[config.mk]
export PLATFORM = sky130hd
export DESIGN_NAME = instruction_encoder
export DESIGN_NICKNAME = d
export VERILOG_FILES = /design/src/rtl/instruction_encoder.sv
export SDC_FILE = /design/constraint.sdc
export NUM_CORES = 1
export LEC_CHECK = 0
export BUFFER_PORTS_ARGS = -buffer_cell sky130_fd_sc_hd__buf_2
export CAP_MARGIN = 10
export CORE_MARGIN = 2
export CORE_UTILIZATION = 53
export CTS_BUF_LIST = sky130_fd_sc_hd__clkbuf_8
export DETAILED_ROUTE_END_ITERATION = 10
export GPL_TIMING_DRIVEN = 0
export PLACE_DENSITY = 0.83
export SLEW_MARGIN = 30
export SYNTH_ARGS = -nofsm -noshare
export SYNTH_HDL_FRONTEND = slang
export SYNTH_SLANG_ARGS = --single-unit
[constraint.sdc]
create_clock -name clk -period 2.3 [get_ports clk]
set_clock_uncertainty 0.05 [all_clocks]
set_input_delay 0.115 -clock clk [delete_from_list [all_inputs] [get_ports clk]]
set_output_delay 0.115 -clock clk [all_outputs]
set_load 0.03 [all_outputs]
[src/rtl/instruction_encoder.sv]
// Packs decoded MIPS instruction fields into 32-bit words and queues them,
// each tagged with a sequential instruction-memory word address, in a small
// FIFO with valid/ready handshakes on both sides.
module instruction_encoder #(
    parameter int DEPTH      = 4,
    parameter int ADDR_WIDTH = 10,
    parameter int BASE_ADDR  = 0
) (
    input  logic                      clk,
    input  logic                      rst_n,
    input  logic                      in_valid,
    output logic                      in_ready,
    input  logic [5:0]                opcode,
    input  logic [4:0]                rs,
    input  logic [4:0]                rt,
    input  logic [4:0]                rd,
    input  logic [4:0]                shamt,
    input  logic [5:0]                funct,
    input  logic [15:0]               immediate,
    input  logic [25:0]               address,
    input  logic                      addr_clear,
    input  logic                      flush,
    output logic                      out_valid,
    input  logic                      out_ready,
    output logic [31:0]               instruction,
    output logic [ADDR_WIDTH-1:0]     mem_addr,
    output logic [$clog2(DEPTH):0]    count
);

    localparam int PTR_W = $clog2(DEPTH);
    localparam int CNT_W = PTR_W + 1;
    localparam logic [ADDR_WIDTH-1:0] BASE = ADDR_WIDTH'(BASE_ADDR);

    logic [31:0]           enc_word;
    logic                  ready_sync_reg;
    logic [PTR_W-1:0]      wr_ptr_reg;
    logic [PTR_W-1:0]      rd_ptr_reg;
    logic [CNT_W-1:0]      count_reg;
    logic [ADDR_WIDTH-1:0] addr_cnt_reg;
    logic [ADDR_WIDTH-1:0] entry_tag;
    logic                  push;
    logic                  pop;

    logic [31:0]           word_mem [DEPTH];
    logic [ADDR_WIDTH-1:0] tag_mem  [DEPTH];

    // Select the instruction format from the opcode; unused fields drop out.
    always_comb begin
        enc_word = {opcode, rs, rt, immediate};
        case (opcode)
            6'b000000:            enc_word = {opcode, rs, rt, rd, shamt, funct};
            6'b000010, 6'b000011: enc_word = {opcode, address};
            default: ;
        endcase
    end

    // A same-cycle addr_clear takes effect for the word being accepted.
    assign entry_tag = addr_clear ? BASE : addr_cnt_reg;

    assign in_ready  = ready_sync_reg && (count_reg < CNT_W'(DEPTH)) && !flush;
    assign push      = in_valid && in_ready;
    assign out_valid = (count_reg != '0);
    assign pop       = out_valid && out_ready && !flush;
    assign count     = count_reg;

    // Head outputs are forced to zero whenever the FIFO is empty.
    assign instruction = out_valid ? word_mem[rd_ptr_reg] : 32'd0;
    assign mem_addr    = out_valid ? tag_mem[rd_ptr_reg]  : '0;

    // Releases in_ready one clock edge after reset deasserts.
    always_ff @(posedge clk or negedge rst_n) begin
        if (!rst_n) ready_sync_reg <= 1'b0;
        else        ready_sync_reg <= 1'b1;
    end

    // Storage array: write the encoded word and its tag at the tail.
    always_ff @(posedge clk) begin
        if (push) begin
            word_mem[wr_ptr_reg] <= enc_word;
            tag_mem[wr_ptr_reg]  <= entry_tag;
        end
    end

    // FIFO pointers and occupancy; flush empties the queue and wins over pop.
    always_ff @(posedge clk or negedge rst_n) begin
        if (!rst_n) begin
            wr_ptr_reg <= '0;
            rd_ptr_reg <= '0;
            count_reg  <= '0;
        end else if (flush) begin
            wr_ptr_reg <= '0;
            rd_ptr_reg <= '0;
            count_reg  <= '0;
        end else begin
            if (push) wr_ptr_reg <= wr_ptr_reg + 1'b1;
            if (pop)  rd_ptr_reg <= rd_ptr_reg + 1'b1;
            if (push && !pop)      count_reg <= count_reg + 1'b1;
            else if (!push && pop) count_reg <= count_reg - 1'b1;
        end
    end

    // Address counter: advances per accepted word, reloadable by addr_clear.
    always_ff @(posedge clk or negedge rst_n) begin
        if (!rst_n)          addr_cnt_reg <= BASE;
        else if (push)       addr_cnt_reg <= entry_tag + 1'b1;
        else if (addr_clear) addr_cnt_reg <= BASE;
    end

endmodule

==> implementation parameters <==
Parameter                              Value

Power
  Worst vdd ir ... 492 uV
  Combinational cell fraction of total power ... 28.3%
  Sequential share of power ... 46.8%
  Net Sw Power ... 0.00245 W
  Leakage power total ... approximately 3.8 nW
  Clock network fraction of design power ... 25.0%
  Power density normalized to cell area ... 824 nW/um^2
  Switching share of power ... 30.0%
  Internal power of the cells ... 0.00570 W

Critical path
  Category of the worst setup path capture point ... output pin
  Crit Path Class ... flop to output pin
  Required time worst endpoint ... 2130 ps
  Crit path launch type ... flop
  Max Fanout on Critical Path ... 10
  Worst endpoint data arrival time ... between 2000 and 2500 ps

Routing
  Count of antenna-violating nets left after detailed routing ... 0
  DRC errors left ... 0
  Detailed Routing Iterations Pass 1 ... 5
  Total wire length after detailed routing ... between 15 and 20 mm
  Average routed wire per standard cell ... 20.2 um
  Initial DRC count ... 384
  Via count normalized by instance count ... roughly 5.6
  Via count ... between 4000 and 5000

Logic synthesis
  Mean area per synthesized cell ... 18.0 sq um
  Most frequent cell after synthesis ... edfxtp_1
  Most area-consuming cells after synthesis ... edfxtp_1 (64%), mux4_2 (12%), dfrtp_1 (5.8%), and2_1 (3.9%), nand2_1 (1.8%)
  Share of the yosys chip area belonging to registers ... between 70% and 80%
  Dominant cell type by area after synthesis ... edfxtp_1
  Count of mapped cells out of synthesis ... 435
  Commonest cells in the synthesized netlist ... edfxtp_1 (168), and2_1 (49), mux4_2 (42)
  Post-synth cell types ... 42
  Count of flip-flops with a built-in enable after synthesis ... ~170
  Most frequently used flop master after synthesis ... edfxtp_1
  Fraction of synthesized cell area taken by the top area cell type ... around 64%
  Asr flop ratio synth ... 9.68%
  Post-synthesis net count ... about 520
  Yosys warns ... 0
  Synthesis-stage register bit count ... 186
  Cell area after synthesis ... 7830 sq um

GRT
  Initial antenna violation count ... 0
  Largest net degree at the start of global routing ... 43
  Vias in the first global route ... just over 5000
  Total global routing overflow ... 0
  First-pass GRT wire length ... between 20 and 30 mm
  Tot GR Track Use ... 22.6%

Job
  Maximum Capacitance Violations ... 0

Min path
  Hold Path Class ... primary input to flop

Cells and area
  Cell area after layout ... 9880 sq um
  Total number of nets in the final design ... roughly 740
  Flip-flop count of the largest register, all copies and words added ... 128
  Filler Cell Count ... 934
  Layout cell share with drive strength beyond 1 ... 36.5%
  Antenna Diode Count ... 0
  Area growth from synthesis to final layout ... 26.2%
  Final Util ... 68.2%

Clock network
  Clock latency of the later-clocked register in the worst-skew pair ... roughly 450 ps
  TritonCTS sink count ... roughly 190
  Clock tree from TritonCTS ... built
  Maximum buffer depth of the clock tree ... 2
  Number of buffers inserted during clock tree synthesis ... 17
  H-tree level count ... 4
  Clock edge transition at the registers on the reported setup and hold paths ... approximately 90 ps
  Root Buffer Master ... clkbuf_8

STA
  Final worst hold slack ... 23.1 ps
  Headroom to the max-slew limit ... 55.4%
  Maximum frequency from static timing analysis ... 451 MHz
  Transition at the pin with the smallest max-transition slack ... between 600 and 700 ps
  Max-slew violation count ... 0
  Final setup vio count ... 0
  RSZ-0062 raised after global routing ... false
  Final critical-path share of the clock period ... between 90% and 100%
  Sum of negative setup slack ... 0 ps
  Number of hold violations in the final report ... 0
  Min cycle time layout ... 2220 ps

Die
  Initial standard-cell utilization of the core ... between 50% and 60%
  Die boundary width ... 126 um
  Chip Height ... 126 um
  Die area ... 15800 sq um
  Number of primary I/O pins ... about 130
  Row Count ... 44
  Area of the core ... between 10000 and 15000 sq um

Placement
  Gpl congestion ... 0.737
  Detailed placement HPWL ... ~10 mm
  Cell area reported after detailed placement ... 8690 sq um
  Port Buffer Count ... 125

Status
  Status ... finished clean
## worst max-delay path: stages, from the launching register on
cell     delay (ps)
dfrtp_1         380
buf_8           160
buf_12          160
mux4_2          500
and2_1          210
buf_2           190
## cell type report
cell class              instances  area (sq um)  area share [%]
flip-flops and latches        186          5500            55.6
multi-input cells             217          2180            22.1
repair buffers                200          1370            13.9
clock buffers                  22           303            3.07
well taps                     184           230            2.33
plain buffers                  23           193            1.95
clock inverters                10          76.3           0.773
inverters                       8          30.0           0.304
## power by group through the flow
stage / clock network (W) / logic [W] / registers [W]
6_report: 0.00203 / 0.00230 / 0.00381
5_1_grt: 0.00220 / 0.00246 / 0.00382
3_5_place_dp: 0 / 0.00211 / 0.00388
3_3_place_gp: 0 / 0.00207 / 0.00387
2_1_floorplan: 0 / 0.00147 / 0.00389
4_1_cts: 0.00206 / 0.00225 / 0.00381
## worst paths after layout
path / startpoint / to / slack, ps / depth (start not counted)
hold / removal: address[15] / word_mem[3][15]$_DFFE_PP_ / 20 / 3
setup / recovery: rd_ptr_reg[0]$_DFFE_PN0P_ / instruction[3] / 80 / 5
setup reg to reg: count[2]$_DFFE_PN0P_ / word_mem[1][10]$_DFFE_PP_ / 120 / 3
hold reg to reg: wr_ptr_reg[0]$_DFFE_PN0P_ / wr_ptr_reg[0]$_DFFE_PN0P_ / 500 / 1
min in group asynchronous: rst_n / count[2]$_DFFE_PN0P_ / 90 / 2
max in group asynchronous: rst_n / addr_cnt_reg[9]$_DFF_PN0_ / 1800 / 2
## routing by layer
layer / vias to the layer above / track usage, % / routed length [um]
met1: 2401 / 28.1 / 6850
met4: 0 / 9.35 / 394
met2: 181 / 38.9 / 9040
met5: - / 0 / 0
li1: 2107 / - / -
met3: 31 / 4.75 / 885
## repair_timing
action,in CTS,in global routing
hold buffers,72,0
endpoints found under the hold margin,153,0
resized for setup,15,8
setup endpoints to repair,39,75
setup buffers,0,3
## cells in the final DEF, fill, tap and decap left out, types with 5 or more instances in the layout
cell type / netlist / routed
a22oi_1: 16 / 16
and2_1: 49 / 45
buf_2: 4 / 129
buf_4: 6 / 6
clkbuf_2: 0 / 7
clkbuf_8: 0 / 22
dfrtp_1: 18 / 18
dlygate4sd3_1: 0 / 72
edfxtp_1: 168 / 168
ha_1: 5 / 5
inv_1: 8 / 12
mux2_2: 7 / 7
mux4_2: 42 / 42
nand2_1: 38 / 38
nor2_1: 8 / 8
nor2b_1: 7 / 7
xor2_1: 9 / 9
## metrics by stage
stage | total power (W) | setup WS, ps | cells
2_1_floorplan | 0.00536 | 95.9 | 435
3_3_place_gp | 0.00594 | -216 | 744
3_5_place_dp | 0.00599 | 122 | 744
4_1_cts | 0.00811 | 17.6 | 847
5_1_grt | 0.00847 | 3.42 | 850
6_report | 0.00814 | 84.9 | 850
## kinds of logic after synthesis
logic type               Yosys count  synth area share [%]
flip-flops                       186                  70.2
AND/OR/NAND/NOR                  121                  9.24
multiplexers                      54                  13.8
buffers and inverters             32                  2.17
AO/OA/AOI/OAI                     24                  2.27
XOR/XNOR                          11                  1.23
adder cells (fa/ha/maj)            6                  1.05
other                              1                0.0479
(Power assumes the default switching activity.)
